`config.mk`:
```
export PLATFORM = sky130hd
export DESIGN_NAME = shift_sequencer
export DESIGN_NICKNAME = d
export VERILOG_FILES = /design/src/rtl/kgp_alu_pkg.sv /design/src/rtl/shift_stage.sv /design/src/rtl/shift_sequencer.sv
export SDC_FILE = /design/constraint.sdc
export NUM_CORES = 1
export LEC_CHECK = 0
export CORE_AREA = 2 2 94 164
export DETAILED_ROUTE_END_ITERATION = 12
export DIE_AREA = 0 0 96 166
export PLACE_DENSITY = 0.65
export REMOVE_ABC_BUFFERS = 1
export SLEW_MARGIN = 20
export SYNTH_ARGS = -nofsm -noshare
export SYNTH_HDL_FRONTEND = slang
export SYNTH_SLANG_ARGS = --single-unit
```
`constraint.sdc`:
```
create_clock -name clk -period 1.78 [get_ports clk]
set_input_delay 0.267 -clock clk [delete_from_list [all_inputs] [get_ports clk]]
set_output_delay 0.267 -clock clk [all_outputs]
set_load 0.03 [all_outputs]
```
`src/rtl/kgp_alu_pkg.sv`:
```
// Shared definitions for the ALU shift path: widths, sequencer states
// and the shift direction encoding.
`timescale 1ns/1ps
package kgp_alu_pkg;

    localparam int DATA_W  = 32;
    localparam int SHAMT_W = $clog2(DATA_W);

    // Step index counts down from the largest power-of-two stage to 1.
    localparam int STEP_W  = $clog2(SHAMT_W);
    localparam logic [STEP_W-1:0] K_START = STEP_W'(SHAMT_W - 1);

    typedef enum logic {
        IDLE  = 1'b0,
        SHIFT = 1'b1
    } state_t;

    localparam logic DIR_LEFT  = 1'b0;
    localparam logic DIR_RIGHT = 1'b1;

endpackage

```
`src/rtl/shift_stage.sv`:
```
// One combinational power-of-two shift stage with the control triplet
// (enable, dir, arith). A disabled stage passes its input through.
`timescale 1ns/1ps
module shift_stage
    import kgp_alu_pkg::*;
#(
    parameter int AMOUNT = 1
) (
    input  logic [DATA_W-1:0] data_in,
    input  logic              enable,
    input  logic              dir,
    input  logic              arith,
    output logic [DATA_W-1:0] data_out
);

    logic signed [DATA_W-1:0] data_signed;

    assign data_signed = data_in;

    // Select pass-through, left, logical right or sign-filling right shift.
    always_comb begin
        data_out = data_in;
        if (enable) begin
            if (dir == DIR_LEFT) begin
                data_out = data_in << AMOUNT;
            end else if (arith) begin
                data_out = DATA_W'(data_signed >>> AMOUNT);
            end else begin
                data_out = data_in >> AMOUNT;
            end
        end
    end

endmodule

```
`src/rtl/shift_sequencer.sv`:
```
// Multi-cycle shift controller. A request is applied as five fixed steps
// (16, 8, 4, 2, 1), one per clock, so latency never depends on the amount.
// Implementation choice: five shift_stage instances, each hard-wired to its
// own power-of-two amount and enabled by its latched shamt bit; the step
// index k picks which instance's output feeds the accumulator each cycle.
`timescale 1ns/1ps
module shift_sequencer
    import kgp_alu_pkg::*;
(
    input  logic               clk,
    input  logic               rst_n,
    input  logic               start,
    input  logic [DATA_W-1:0]  operand,
    input  logic [SHAMT_W-1:0] shamt,
    input  logic               dir,
    input  logic               arith,
    output logic               ready,
    output logic               done,
    output logic [DATA_W-1:0]  result
);

    state_t              state;
    logic [STEP_W-1:0]   k;
    logic [DATA_W-1:0]   acc;
    logic [DATA_W-1:0]   acc_next;
    logic [SHAMT_W-1:0]  shamt_q;
    logic                dir_q;
    logic                arith_q;
    logic [DATA_W-1:0]   stage_out [SHAMT_W];

    for (genvar i = 0; i < SHAMT_W; i++) begin : g_stage
        shift_stage #(
            .AMOUNT (1 << i)
        ) u_stage (
            .data_in  (acc),
            .enable   (shamt_q[i]),
            .dir      (dir_q),
            .arith    (arith_q),
            .data_out (stage_out[i])
        );
    end

    // Pick the output of the stage addressed by the current step index.
    always_comb begin
        acc_next = acc;
        if (k < STEP_W'(SHAMT_W)) begin
            acc_next = stage_out[k];
        end
    end

    // Sequencer FSM: accept in IDLE, step the accumulator in SHIFT, publish on k=0.
    always_ff @(posedge clk or negedge rst_n) begin
        if (!rst_n) begin
            state   <= IDLE;
            k       <= K_START;
            acc     <= '0;
            shamt_q <= '0;
            dir_q   <= DIR_LEFT;
            arith_q <= 1'b0;
            result  <= '0;
            done    <= 1'b0;
            ready   <= 1'b1;
        end else begin
            done <= 1'b0;
            case (state)
                IDLE: begin
                    if (start) begin
                        acc     <= operand;
                        shamt_q <= shamt;
                        dir_q   <= dir;
                        // Sign fill is meaningless for left shifts.
                        arith_q <= arith & (dir == DIR_RIGHT);
                        k       <= K_START;
                        ready   <= 1'b0;
                        state   <= SHIFT;
                    end
                end
                SHIFT: begin
                    acc <= acc_next;
                    if (k == '0) begin
                        result <= acc_next;
                        done   <= 1'b1;
                        ready  <= 1'b1;
                        k      <= K_START;
                        state  <= IDLE;
                    end else begin
                        k <= k - 1'b1;
                    end
                end
                default: begin
                    state <= IDLE;
                    ready <= 1'b1;
                end
            endcase
        end
    end

endmodule

```
---- Yosys cells after proc, flatten, opt, wreduce, memory -nomap -nowiden ----
Index checks and enable logic that the tools add are counted.
storage, ports and cells
  logic and storage cells ................. 53
  output and inout bits ................... 34
  register bits ........................... 77
cells by class
  reduce and logical (&&, ||, !) cells .... 4
  bitwise logic cells ..................... 3
  eq/ne operators ......................... 2
  mux-type cells .......................... 32
  $lt $le $gt $ge ......................... 2
  $add $sub $neg .......................... 1
operators with widths
  operator               number
  $mux W32               19
  $bmux W32 S3           1
  $pmux W32 S2           1
  $mux W1                6
  $mux W3                2
  $pmux W3 S2            1
  $reduce_and A2 Y1      3
  $ge A4 B4 Y1 const B   1
  $not A3 Y4             1
  $pmux W1 S2            2
  $logic_not A3 Y1       1
  $lt A3 B3 Y1 const B   1
  $sub A3 B1 Y3 const B  1
  $ne A2 B1 Y1 const B   1
  $ne A2 B2 Y1 const B   1
  $and A1 B1 Y1          1
  $not A1 Y1             1

---- Longest topological paths before layout ----
Gate-level depths: netlist of run 1.
  word-level depth ........................ 8
  depth in mapped cells ................... 9
  depth with buffers taken out ............ 6

---- Hierarchy ----
Synthesis of run 1 repeated with hierarchy kept, for this count alone.
second synthesis, totals
  cells, all modules ...................... 902
  area total of the unflattened synthesis .. 8,126.5 um^2
by module, submodules not included
  module                            times used  area an instance (um^2)  cells each  seq. area each (um^2)
  shift_sequencer                   1           4,714.5                  403         1,929.4
  shift_stage (g_stage[1].u_stage)  1           704.4                    109         0.0
  shift_stage (g_stage[0].u_stage)  1           701.9                    108         0.0
  shift_stage (g_stage[2].u_stage)  1           689.4                    109         0.0
  shift_stage (g_stage[4].u_stage)  1           688.2                    80          0.0
  shift_stage (g_stage[3].u_stage)  1           628.1                    93          0.0

---- Worst setup path after synthesis of run 1 ----
No wires, ideal clock.
  path type ............................... register to register
  start ................................... register dir_q
  end ..................................... register acc[30]
  required time ........................... 1.643 ns
  path buffers ............................ 3
  library setup time ...................... 0.137 ns
  stages on the path, launching flop included .. 9
  clock period less this slack ............ 1.712 ns
  arrival ................................. 1.575 ns
  setup slack ............................. 0.068 ns
  path through ............................ dfrtp_1 -> buf_6 -> buf_4 -> nand3_2 -> clkbuf_1 -> o211ai_1 -> a211oi_1 -> o211a_1 -> a21oi_1
between the ends
  cells in the longest elaborated chain, start to end .. 7
RTL lines
  item                                              RTL line               text
  from (decl)                                       shift_sequencer.sv:27  logic dir_q;
  from (signal assigned)                            shift_sequencer.sv:70  dir_q <= dir;
  $mux W32                                          shift_stage.sv:24      if (dir == DIR_LEFT) begin
  $mux W32                                          shift_stage.sv:23      if (enable) begin
  $bmux W32 S3 (*)                                  shift_sequencer.sv:47  acc_next = stage_out[k];
  $mux W32 (implied by the code) (*) (2 in series)  shift_sequencer.sv:47
  $mux W32 (*)                                      shift_sequencer.sv:46  if (k < STEP_W'(SHAMT_W)) begin
  $pmux W32 S2 (*)                                  shift_sequencer.sv:65  case (state)
  to (signal assigned)                              shift_sequencer.sv:68  acc <= operand;
  to (signal assigned)                              shift_sequencer.sv:79  acc <= acc_next;
  to (decl)                                         shift_sequencer.sv:24  logic [DATA_W-1:0] acc;
Every way passes the cells marked *; elsewhere a longest branch is shown, timed or not. The select of a mux whose other input is x is not followed.
A chain may end at the register's enable or synchronous reset.

---- Final worst setup path of run 1 ----
  start ................................... register dir_q
  end ..................................... register acc[24]
Same word-level chain as after synthesis.

==> results of run 1 <==
==> final cells by class <==
type | count | area [µm²] | share of cell area
well taps | 183 | 229 | 0.0235
inverters | 10 | 41.3 | 0.00424
flip-flops and latches | 77 | 1940 | 0.199
repair buffers | 299 | 2640 | 0.271
clock buffers | 12 | 256 | 0.0263
multi-input cells | 681 | 4550 | 0.467
clock inverters | 4 | 95.1 | 0.00975
==> metal layers <==
metal	track usage	up-vias
li1	-	3658
met1	0.475	3924
met2	0.633	522
met3	0.0613	195
met4	0.316	0
met5	0	-
==> timing repair <==
action                                  in CTS  in global routing
setup buffers                                8                  8
hold buffers                                 1                  0
endpoints found under the hold margin       72                  0
cloned                                       0                  1
endpoints found under the setup margin      60                 51
resized for setup                           85                 69
pin swaps                                    8                  5
==> state kept, by name, summed over array words and instances (netlist names) <==
signal,flops
result,32
dir_q,1
shamt_q,5
arith_q,1
done,1
state,1
ready,1
k,3
acc,32
==> power groups by stage <==
stage	clock, mW	sequential, mW	combinational, mW
detailed placement	0	3.68	15.9
floorplan	0	5.10	6.13
finish	2.28	3.80	18.3
global placement	0	3.67	15.9
global route	2.36	3.89	19.3
CTS	2.28	3.73	16.9
==> cells by family (layout without fill, tap and decap cells) <==
logic type | Yosys count | count (layout)
AOI/OAI and AO/OA | 334 | 334
buffers and inverters | 111 | 325
DFF | 77 | 77
muxes | 38 | 38
and+or+nand+nor | 309 | 309
==> metrics by stage <==
stage	util	TNS, ns	area (µm²)	total power, mW
final	0.664	-0.812	9750	24.4
after global routing	0.664	-2.38	9750	25.6
after CTS	0.640	-0.104	9410	22.9
after detailed placement	0.591	-3.67	8680	19.6
after global placement	0.591	-2.94	8680	19.6
after floorplan	-	-74.72	6030	11.2
==> worst max-delay path by stage <==
stage / startpoint / slack [ns] / end
6_report: dir_q$_DFFE_PN0P_ / -0.07 / acc[24]$_DFFE_PN0P_
3_5_place_dp: dir_q$_DFFE_PN0P_ / -0.18 / result[9]$_DFFE_PN0P_
5_1_grt: dir_q$_DFFE_PN0P_ / -0.13 / result[10]$_DFFE_PN0P_
2_1_floorplan: state$_DFF_PN0_ / -1.76 / result[26]$_DFFE_PN0P_
4_1_cts: dir_q$_DFFE_PN0P_ / -0.03 / acc[4]$_DFFE_PN0P_
3_3_place_gp: dir_q$_DFFE_PN0P_ / -0.26 / result[9]$_DFFE_PN0P_
==> cells in the mapped netlist, types with 5 or more instances <==
cell type / count / area share
buf_4: 5 / 0.0058
nor2_1: 96 / 0.055
a2111oi_0: 6 / 0.0081
o211ai_1: 15 / 0.017
clkbuf_1: 54 / 0.031
o31ai_1: 6 / 0.0069
a21boi_0: 5 / 0.0058
mux2_2: 11 / 0.019
or3_1: 7 / 0.0067
a31oi_1: 62 / 0.060
nand2_1: 81 / 0.047
a21o_1: 7 / 0.0081
a211o_1: 5 / 0.0067
nor2b_1: 19 / 0.018
a311oi_1: 30 / 0.040
nand3_1: 36 / 0.028
o22ai_1: 6 / 0.0058
nand2b_1: 37 / 0.036
nor3_1: 12 / 0.0092
mux2i_1: 27 / 0.042
o211a_1: 5 / 0.0077
o21ai_0: 97 / 0.075
buf_2: 32 / 0.025
buf_1: 6 / 0.0035
and3_1: 5 / 0.0048
a21oi_1: 28 / 0.022
a211oi_1: 23 / 0.027
inv_1: 8 / 0.0046
dfrtp_1: 75 / 0.29
a221oi_1: 6 / 0.0081
==> cells in the final DEF, fill, tap and decap left out, drive strengths merged, types with 7 or more instances in the layout <==
cell type | netlist | final
nor2b | 19 | 19
clkbuf | 54 | 12
a31oi | 62 | 62
buf | 47 | 225
a21oi | 28 | 28
dfrtp | 75 | 75
inv | 8 | 7
a211oi | 23 | 23
nand3 | 37 | 37
nand2b | 37 | 37
a311oi | 30 | 30
clkdlybuf4s50 | 0 | 72
mux2i | 27 | 27
a21o | 7 | 7
or3 | 7 | 7
nand2 | 81 | 81
mux2 | 11 | 11
nor3 | 12 | 12
o211ai | 15 | 15
o21ai | 99 | 99
nor2 | 96 | 96
==> critical path: cells and delay by family (launching register included) <==
| family | cells | cell delay (ns) |
|---|---|---|
| DFF | 1 | 0.43 |
| buffers and inverters | 1 | 0.22 |
| AOI/OAI and AO/OA | 3 | 0.78 |
| and+or+nand+nor | 2 | 0.33 |
==> summary.md, run 1 <==
| Metric | Value |
|---|---|
| Status | `finished with violations` |
| Failing checks | `setup timing` |
| Die Wd | `approximately 96 µm` |
| CTS H-tree depth | `3` |
| Register-to-Register Path Depth | `6` |
| Hold Crit Start | `start` |
| Post-synthesis xor/xnor area fraction | `0` |
| Post-synth EDFFs | `0` |
| Worst-margin pin slew | `0.752 ns` |
| Avg Synthesized Cell Area | `around 7.5 µm²` |
| VDD IR-drop max | `~1.6 mV` |
| Pre-CTS setup slack | `-0.178 ns` |
| Core area | `between 10000 and 15000 µm²` |
| Max-slew headroom | `0.498` |
| Initial antenna violation count | `0` |
| Critical Path Fanout Max | `34` |
| Final Hold Vio Count | `0` |
| Post-Syn Area | `around 6500 µm²` |
| Clk slew on worst S/H paths | `~0.070 ns` |
| Leakage | `approximately 4 nW` |
| # IOs | `76` |
| Area Growth Syn to Fin | `50.1%` |
| Min-Delay Path Depth | `3` |
| Post-synthesis compound-gate area fraction | `0.342` |
| Req. time, crit path | `about 2.1 ns` |
| Proportion of power drawn by flip-flops and latches | `0.156` |
| Period Utilization, post-route | `1.04` |
| First-pass GRT wire length | `roughly 48 mm` |
| FFs w/ async S/R, synth | `1.00` |
| Sequential share of the synthesized area | `0.297` |
| GR Overflow Total | `0` |
| Slowest-stage cell, CP | `dfrtp_2` |
| Comb power frac | `0.751` |
| Layout Cells excl Fill | `1266` |
| Worst Path Arrival | `2.15 ns` |
| Initial DRC Count | `approximately 760` |
| Met2 routed WL | `roughly 15 mm` |
| Cell Pwr Density | `roughly 2500 nW/µm²` |
| CTS tree | `yes` |
| Clk_skew | `roughly 0.0094 ns` |
| Main combinational cell family by area after synthesis | `compound AO/OA/AOI/OAI gates` |
| Avg WL per Cell | `about 25 µm` |
| Final HPWL DP | `between 20 and 25 mm` |
| Largest net degree at the start of global routing | `a little under 80` |
| Clock power frac | `0.094` |
| RSZ-0062 raised after global routing | `yes` |
| Final-stage net count | `1120` |
| Number of nets with antenna violations after routing | `0` |
| R2r setup slk | `-0.07 ns` |
| Final setup fails | `28` |
| Commonest register cell after synthesis | `dfrtp_1` |
| M1 wire length | `between 10 and 15 mm` |
| Clk root buf | `clkbuf_16` |
| Post-Synth Adder-Cell Area | `0` |
| Vias | `8299` |
| Via/cell ratio | `approximately 6.6` |
| Fin crit period | `~1.9 ns` |
| Diode count | `0` |
| Post-synthesis simple-gate area fraction | `0.222` |
| IO buf count | `75` |
| Die Span Y | `between 150 and 200 µm` |
| Hold Path Class | `in -> reg` |
| Max-cap viol count | `0` |
| CP Capture Type | `flip-flop` |
| Worst flop-to-flop path endpoint | `acc[24]$_DFFE_PN0P_` |
| Yosys warning total | `0` |
| Switch Pwr | `around 12 mW` |
| GRT Overall Usage | `0.403` |
| Final hold slack | `between 0.4 and 0.5 ns` |
| Skew-Pair Late Insertion Delay | `between 0.3 and 0.4 ns` |
| Netlist cell types | `just under 60` |
| Post-route setup slack | `-0.0737 ns` |
| Critical Path, Cell by Cell | `buf_12 > nand2_1 > a311oi_1 > nor2_1 > a211oi_1 > a211o_1` |
| Internal power | `between 10 and 15 mW` |
| Num CTS Buffers | `9` |
| Post-synthesis cell count | `around 870` |
| Final-report max-slew violation count | `0` |
| WL final | `around 32 mm` |
| Clock sink count | `77` |
| Max Used Layer | `met4` |
| CTS max path bufs | `2` |
| Fraction of synthesized area in multiplexers | `0.0607` |
| Critical setup path kind | `reg -> reg` |
| Vias in the first global route | `between 8000 and 9000` |
| Layout cells sized above 1 | `0.325` |
| Worst Setup Start Kind | `flip-flop` |
| Hold EP | `k[0]$_DFFE_PN0P_` |
| Drt pass-1 iters | `5` |
| Initial core utilization | `0.442` |
| Die area | `approximately 16000 µm²` |
| Met3 WL | `2.19 mm` |
| Placed insts | `about 1200` |
| Row cnt | `59` |
| Worst reg2reg path startpoint | `dir_q$_DFFE_PN0P_` |
| Slowest stage delay, CP | `~0.43 ns` |
| Sw Share | `0.498` |
| Fmax achieved | `approximately 540 MHz` |
| Fill cells | `1270` |
| Synth Register Bits | `a little under 80` |
| Number of remaining DRC errors | `0` |
| Routability cong. | `~1.0` |
Power figures use the tool's default switching activity.
==> run 2, diff against run 1 <==
--- a/config.mk
+++ b/config.mk
@@ -5,10 +5,11 @@
 export SDC_FILE = /design/constraint.sdc
 export NUM_CORES = 1
 export LEC_CHECK = 0
+export CAP_MARGIN = 20
 export CORE_AREA = 2 2 94 164
 export DETAILED_ROUTE_END_ITERATION = 12
 export DIE_AREA = 0 0 96 166
-export PLACE_DENSITY = 0.65
+export PLACE_DENSITY = 0.8
 export REMOVE_ABC_BUFFERS = 1
 export SLEW_MARGIN = 20
 export SYNTH_ARGS = -nofsm -noshare
==> run 2 against run 1 <==
Net effect: the flow still finishes with violations (setup timing); clock skew up 0.0037 ns; via count up 2.3%; routed wire length up 2.1%; sequential share of layout area up 0.061 points; design area down 0.24%; combinational power about the same; register-to-register slack about the same; sequential cell count unchanged; critical path type unchanged; critical endpoint is now acc[13]$_DFFE_PN0P_; largest power group unchanged.
==> summary.md, run 2 (synthesis gave the netlist of run 1 again) <==
| Metric | Value |
|---|---|
| Die area | `15900 µm² (unchanged)` |
| Clock sink count | `77 (unchanged)` |
| Drt pass-1 iters | `7 (+2)` |
| Placed insts | `1221 (-0.89%)` |
| Die Span Y | `166 µm (unchanged)` |
| Core area | `14700 µm² (unchanged)` |
| VDD IR-drop max | `1.35 mV (-18%)` |
| Max-slew headroom | `0.455 (-0.0423)` |
| Post-route setup slack | `-0.0669 ns (+0.00673 ns)` |
| Max-cap viol count | `0 (unchanged)` |
| Final-stage net count | `1101 (-1.7%)` |
| Commonest non-fill, non-tap cell in the layout | `buf_4` |
| Initial DRC Count | `1089 (+43%)` |
| Fin crit period | `1.85 ns (-0.00673 ns)` |
| CP Capture Type | `flip-flop` |
| Critical Path Fanout Max | `8 (-76%)` |
| RSZ-0062 raised after global routing | `yes` |
| Clk slew on worst S/H paths | `0.07 ns (about the same)` |
| Worst-margin pin slew | `0.815 ns (+0.0633 ns)` |
| Status | `finished with violations` |
| Largest net degree at the start of global routing | `42 (-46%)` |
| Largest regs | `acc: 32 flops, result: 32 flops, shamt_q: 5 flops` |
| Initial antenna violation count | `0 (unchanged)` |
| CTS tree | `yes` |
| Register-to-Register Path Depth | `6 (unchanged)` |
| Via/cell ratio | `6.81 (+3.9%)` |
| Worst setup endpoint | `acc[13]$_DFFE_PN0P_` |
| Worst Setup Start Kind | `flip-flop` |
| GR Overflow Total | `0 (unchanged)` |
| Vias in the first global route | `8097 (-1.2%)` |
| Commonest cells after routing, fill and taps aside | `buf_4, nor2_1, o21ai_0, clkdlybuf4s50_1, nand2_1` |
| Worst Path Arrival | `2.06 ns (-0.09 ns)` |
| Routability cong. | `1.06 (+1.9%)` |
| WL final | `32.5 mm (+2.1%)` |
| Worst reg2reg path startpoint | `shamt_q[3]$_DFFE_PN0P_` |
| GRT Overall Usage | `0.402 (-0.00103)` |
| # IOs | `76 (unchanged)` |
| Die Wd | `96 µm (unchanged)` |
| Period Utilization, post-route | `1.04 (-0.00378)` |
| Critical setup path kind | `reg -> reg` |
| R2r setup slk | `-0.07 ns (about the same)` |
| Worst flop-to-flop path endpoint | `acc[13]$_DFFE_PN0P_` |
| Req. time, crit path | `2.00 ns (-0.07 ns)` |
| IO buf count | `75 (unchanged)` |
| Clk root buf | `clkbuf_16` |
| First-pass GRT wire length | `47.9 mm (-0.19%)` |
| Clk_skew | `0.0131 ns (+0.00367 ns)` |
| Hold Path Class | `in -> async` |
| Skew-Pair Late Insertion Delay | `0.35 ns (about the same)` |
| Fill cells | `1217 (-4.2%)` |
| Vias | `8494 (+2.3%)` |
| Leakage | `4.07 nW (-0.41%)` |
| Pre-CTS setup slack | `-0.240 ns (-0.0622 ns)` |
| CTS max path bufs | `2 (unchanged)` |
| Initial core utilization | `0.442 (unchanged)` |
| Num CTS Buffers | `9 (unchanged)` |
| Final setup fails | `13 (-54%)` |
| Diode count | `0 (unchanged)` |
| Row cnt | `59 (unchanged)` |
| Number of nets with antenna violations after routing | `0 (unchanged)` |
| Cell Pwr Density | `2540 nW/µm² (+1.4%)` |
| Layout Cells excl Fill | `1247 (-1.5%)` |
| Final HPWL DP | `22.9 mm (-0.53%)` |
| Fmax achieved | `541 MHz (+0.36%)` |
| Final Hold Vio Count | `0 (unchanged)` |
| Avg WL per Cell | `26.0 µm (+3.6%)` |
| Number of remaining DRC errors | `0 (unchanged)` |
| Layout cells sized above 1 | `0.316 (-0.00923)` |
| Area Growth Syn to Fin | `49.8%` |
| Setup crit start | `shamt_q[3]$_DFFE_PN0P_` |
| Final-report max-slew violation count | `0 (unchanged)` |
| CTS H-tree depth | `3 (unchanged)` |
| Failing checks | `setup timing` |
[run 2: area by class of cell]
cell class / instances / area, µm² / share of cell area
repair buffers: 280 / 2630 / 0.271
clock buffers: 11 / 243 / 0.0250
clock inverters: 5 / 108 / 0.0111
well taps: 183 / 229 / 0.0235
flip-flops and latches: 77 / 1940 / 0.199
multi-input cells: 681 / 4530 / 0.466
inverters: 10 / 41.3 / 0.00425
[run 2: worst max-delay path: stages (launching register included)]
cell	delay, ns
dfrtp_2	0.54
buf_12	0.20
o21ai_0	0.18
a31oi_1	0.07
a2111oi_1	0.42
or3_1	0.20
a31oi_1	0.10
[run 2: where the power goes]
part	internal, mW	switching (mW)	total, mW
sequential	2.66	1.29	3.95
clock	1.42	0.855	2.28
combinational	8.17	10.3	18.4
[run 2: worst min path at each step]
stage / slack, ns / end / startpoint / cells after the start
floorplan: -0.03 / acc[0]$_DFFE_PN0P_ / rst_n / 0
global placement: 0.15 / result[1]$_DFFE_PN0P_ / rst_n / 1
detailed placement: 0.15 / result[2]$_DFFE_PN0P_ / rst_n / 1
CTS: 0.34 / result[2]$_DFFE_PN0P_ / rst_n / 2
global route: 0.34 / result[2]$_DFFE_PN0P_ / rst_n / 2
finish: 0.33 / result[2]$_DFFE_PN0P_ / rst_n / 2
[run 2: repair_timing]
| item | 4_1_cts | 5_1_grt |
|---|---|---|
| cloned | 1 | 1 |
| endpoints found under the setup margin | 48 | 55 |
| pin swaps | 2 | 12 |
| buffers inserted | 1 | 6 |
| hold buffers | 1 | 0 |
| endpoints found under the hold margin | 13 | 0 |
| gates resized for setup | 54 | 94 |
[run 2: per-layer routing]
metal | share of wire | routed length, µm | vias to the layer above | GRT usage
met2 | 0.47 | 15200 | 691 | 0.628
met4 | 0.10 | 3370 | 0 | 0.309
met3 | 0.099 | 3210 | 247 | 0.0989
met5 | 0 | 0 | - | 0
li1 | - | - | 3612 | -
met1 | 0.33 | 10700 | 3944 | 0.456
[run 2: per-stage QoR]
step                 util  power, mW  hold slack (ns)  instance area, µm²  TNS (ns)
finish              0.662       24.7            0.327                9730    -0.417
global route        0.662       25.6            0.343                9730     -1.57
CTS                 0.633       22.7            0.341                9300    -0.573
detailed placement  0.592       19.7            0.153                8700     -3.62
global placement    0.592       19.5            0.150                8700     -2.65
floorplan               -       11.2          -0.0286                6030    -74.72
==> run 3, diff against run 2 <==
--- a/config.mk
+++ b/config.mk
@@ -5,11 +5,12 @@
 export SDC_FILE = /design/constraint.sdc
 export NUM_CORES = 1
 export LEC_CHECK = 0
+export ABC_AREA = 1
 export CAP_MARGIN = 20
-export CORE_AREA = 2 2 94 164
+export CORE_AREA = 8 8 105 178
 export DETAILED_ROUTE_END_ITERATION = 12
-export DIE_AREA = 0 0 96 166
-export PLACE_DENSITY = 0.8
+export DIE_AREA = 0 0 113 186
+export PLACE_DENSITY = 0.79
 export REMOVE_ABC_BUFFERS = 1
 export SLEW_MARGIN = 20
 export SYNTH_ARGS = -nofsm -noshare
==> run 3 against run 2 <==
Net effect: design area decreased by 9.4%; via count up 5.0%; sequential share of layout area increased by 2.0 points; largest power group unchanged; first-iteration DRC count fell by 26%; the run now ends clean; die area is 32% higher; synthesized cell count grew 41%; largest cell class unchanged; area after synthesis grew 9.8%; critical path depth grew 3; power is 16% lower; non-clock buffer count fell by 120; sequential cell count unchanged.
==> summary.md, run 3 <==
| Metric | Value |
|---|---|
| First-pass GRT wire length | `48.9 mm (+2.1%)` |
| Netlist cell types | `32 (-46%)` |
| Largest net degree at the start of global routing | `46 (+9.5%)` |
| Number of remaining DRC errors | `0 (unchanged)` |
| CP Capture Type | `flip-flop` |
| Worst Setup Start Kind | `flip-flop` |
| Commonest non-fill, non-tap cell in the layout | `nand2_1` |
| Commonest register cell after synthesis | `dfrtp_1` |
| FFs w/ async S/R, synth | `1.00 (unchanged)` |
| Routability cong. | `1.03 (-2.5%)` |
| Initial DRC Count | `807 (-26%)` |
| TNS Setup | `0 ns (+0.417 ns)` |
| Critical setup path kind | `reg -> reg` |
| GRT Overall Usage | `0.304 (-0.0975)` |
| Vias | `8916 (+5.0%)` |
| CTS H-tree depth | `3 (unchanged)` |
| Initial core utilization | `0.438 (-0.00418)` |
| Final HPWL DP | `22.4 mm (-2.2%)` |
| Worst-margin pin slew | `0.574 ns (-0.242 ns)` |
| Sequential share of the synthesized area | `0.270 (-0.0266)` |
| GR Overflow Total | `0 (unchanged)` |
| Vias in the first global route | `8706 (+7.5%)` |
| Req. time, crit path | `2.04 ns (+0.04 ns)` |
| Period Utilization, post-route | `0.960 (-0.0776)` |
| Final-report max-slew violation count | `0 (unchanged)` |
| Top cells by area, synth | `nand2_1, dfrtp_1, nand3_1, inv_1, a21oi_1` |
| Final Hold Vio Count | `0 (unchanged)` |
| Num CTS Buffers | `9 (unchanged)` |
| Clk root buf | `clkbuf_16` |
| Largest regs | `acc: 32 flops, result: 32 flops, shamt_q: 5 flops` |
| Status | `completed` |
| Avg Synthesized Cell Area | `5.80 µm² (-22%)` |
| Max-cap viol count | `0 (unchanged)` |
| Yosys warning total | `0 (unchanged)` |
| Fin crit period | `1.71 ns (-0.138 ns)` |
| Cell with the most instances after synthesis | `nand2_1` |
| Hold Path Class | `in -> async` |
| Skew-Pair Late Insertion Delay | `0.37 ns (+0.02 ns)` |
| Via/cell ratio | `5.87 (-14%)` |
| Row cnt | `62 (+5.1%)` |
| Clk_skew | `0.00993 ns (-0.00313 ns)` |
| Final-stage net count | `1363 (+24%)` |
| # IOs | `76 (unchanged)` |
| Post-synth EDFFs | `0 (unchanged)` |
| Layout cells sized above 1 | `0.119 (-0.197)` |
| Commonest cells after routing, fill and taps aside | `nand2_1, nand3_1, inv_1, clkdlybuf4s50_1, dfrtp_1` |
| Drt pass-1 iters | `7 (unchanged)` |
| IO buf count | `75 (unchanged)` |
| Clk slew on worst S/H paths | `0.07 ns (about the same)` |
| Overall Power | `20.8 mW (-16%)` |
| Post-synthesis cell count | `1229 (+41%)` |
| Diode count | `0 (unchanged)` |
| Die Span Y | `186 µm (+12%)` |
| Leakage | `4.53 nW (+11%)` |
| Worst Path Arrival | `1.97 ns (-0.09 ns)` |
| Most frequent cells after synthesis | `nand2_1, nand3_1, inv_1` |
| WL final | `31.8 mm (-2.3%)` |
| Final setup fails | `0 (-13)` |
| Synth Register Bits | `77 (unchanged)` |
| Die Wd | `113 µm (+18%)` |
| VDD IR-drop max | `1.21 mV (-10%)` |
| Clock sink count | `77 (unchanged)` |
| Number of nets with antenna violations after routing | `0 (unchanged)` |
| Die area | `21000 µm² (+32%)` |
| Area leader, netlist | `nand2_1` |
| Fmax achieved | `585 MHz (+8.1%)` |
| Critical Path Fanout Max | `20 (+12)` |
| Post-Syn Area | `7130 µm² (+9.8%)` |
| Max-slew headroom | `0.618 (+0.162)` |
| Post-synth top area share | `0.290 (+0.00146)` |
| CTS max path bufs | `2 (unchanged)` |
| Register-to-Register Path Depth | `9 (+3)` |
| Cell Pwr Density | `2360 nW/µm² (-6.9%)` |
| Avg WL per Cell | `20.9 µm (-20%)` |
| Area Growth Syn to Fin | `23.5%` |
| CTS tree | `yes` |
| Initial antenna violation count | `0 (unchanged)` |
| Core area | `16300 µm² (+11%)` |
## run 3: cell count changes in the layout (fill, tap and decap cells not counted), moves of 23 or more
cell	delta
inv_1	+90
a31oi_1	-57
nand2_1	+481
nand3_1	+160
a21oi_1	+46
mux2i_1	-27
nor2_1	-74
o21ai_0	-23
buf_4	-101
## run 3: power breakdown
part	internal, mW	switching (mW)	total (mW)
Combinational	5.20	10.0	15.2
Sequential	2.60	0.966	3.56
Clock	1.20	0.818	2.02
Total	9.00	11.8	20.8
## run 3: critical path: stages, from the launching register on
cell	delay, ns
dfrtp_2	0.45
buf_12	0.18
nand2_1	0.23
nand3_1	0.16
nand2_1	0.09
nand3_1	0.07
nand3_1	0.10
nand3_1	0.15
nand2_1	0.10
nand2_1	0.05
## run 3: cells by family after synthesis
family / synth area share
buffers and inverters: 0.126
AND/OR/NAND/NOR: 0.466
AO/OA/AOI/OAI: 0.138
flip-flops: 0.270
## run 3: worst paths after layout
path	start	slack, ns	to
worst max register to register	dir_q$_DFFE_PN0P_	0.07	acc[18]$_DFFE_PN0P_
worst min register to register	result[27]$_DFFE_PN0P_	0.47	result[27]$_DFFE_PN0P_
max in group asynchronous	rst_n	0.78	result[30]$_DFFE_PN0P_
min in group clk	shamt[0]	0.46	shamt_q[0]$_DFFE_PN0P_
worst max-delay path	dir_q$_DFFE_PN0P_	0.07	acc[18]$_DFFE_PN0P_
worst min-delay path	rst_n	0.43	acc[9]$_DFFE_PN0P_
## run 3: what timing repair did
item / in CTS / in global routing
endpoints found under the hold margin: 32 / 0
resized for setup: 2 / 18
pin swaps: 1 / 4
setup buffers: 0 / 5
gates cloned: 0 / 0
endpoints found under the setup margin: 5 / 32
hold buffers: 1 / 0
## run 3: final cells by class
| type | instances | area, µm² |
|---|---|---|
| Clock inverter | 3 | 42.5 |
| Tap cell | 192 | 240 |
| Clock buffer | 13 | 270 |
| Sequential cell | 77 | 1930 |
| Fill cell | 1692 | 7480 |
| Multi-Input combinational cell | 964 | 4350 |
| Timing Repair Buffer | 160 | 1560 |
| Inverter | 109 | 414 |
## run 3: through the flow
stage                     instance area [µm²]   util  hold slack [ns]  cells  worst slack, ns
final                                    8810  0.541            0.431   1518           0.0712
after global routing                     8810  0.541            0.476   1518          -0.0146
after CTS                                8700  0.534            0.449   1513         0.000604
after detailed placement                 8380  0.515            0.294   1496          0.00918
after global placement                   8380  0.515            0.282   1496           0.0343
after floorplan                          6650      -          -0.0286   1150           -0.712
## run 3: metal layers
layer	track usage	share of wire
met2	0.522	0.49
met1	0.337	0.37
met4	0.208	0.061
met5	0	0
met3	0.0523	0.077
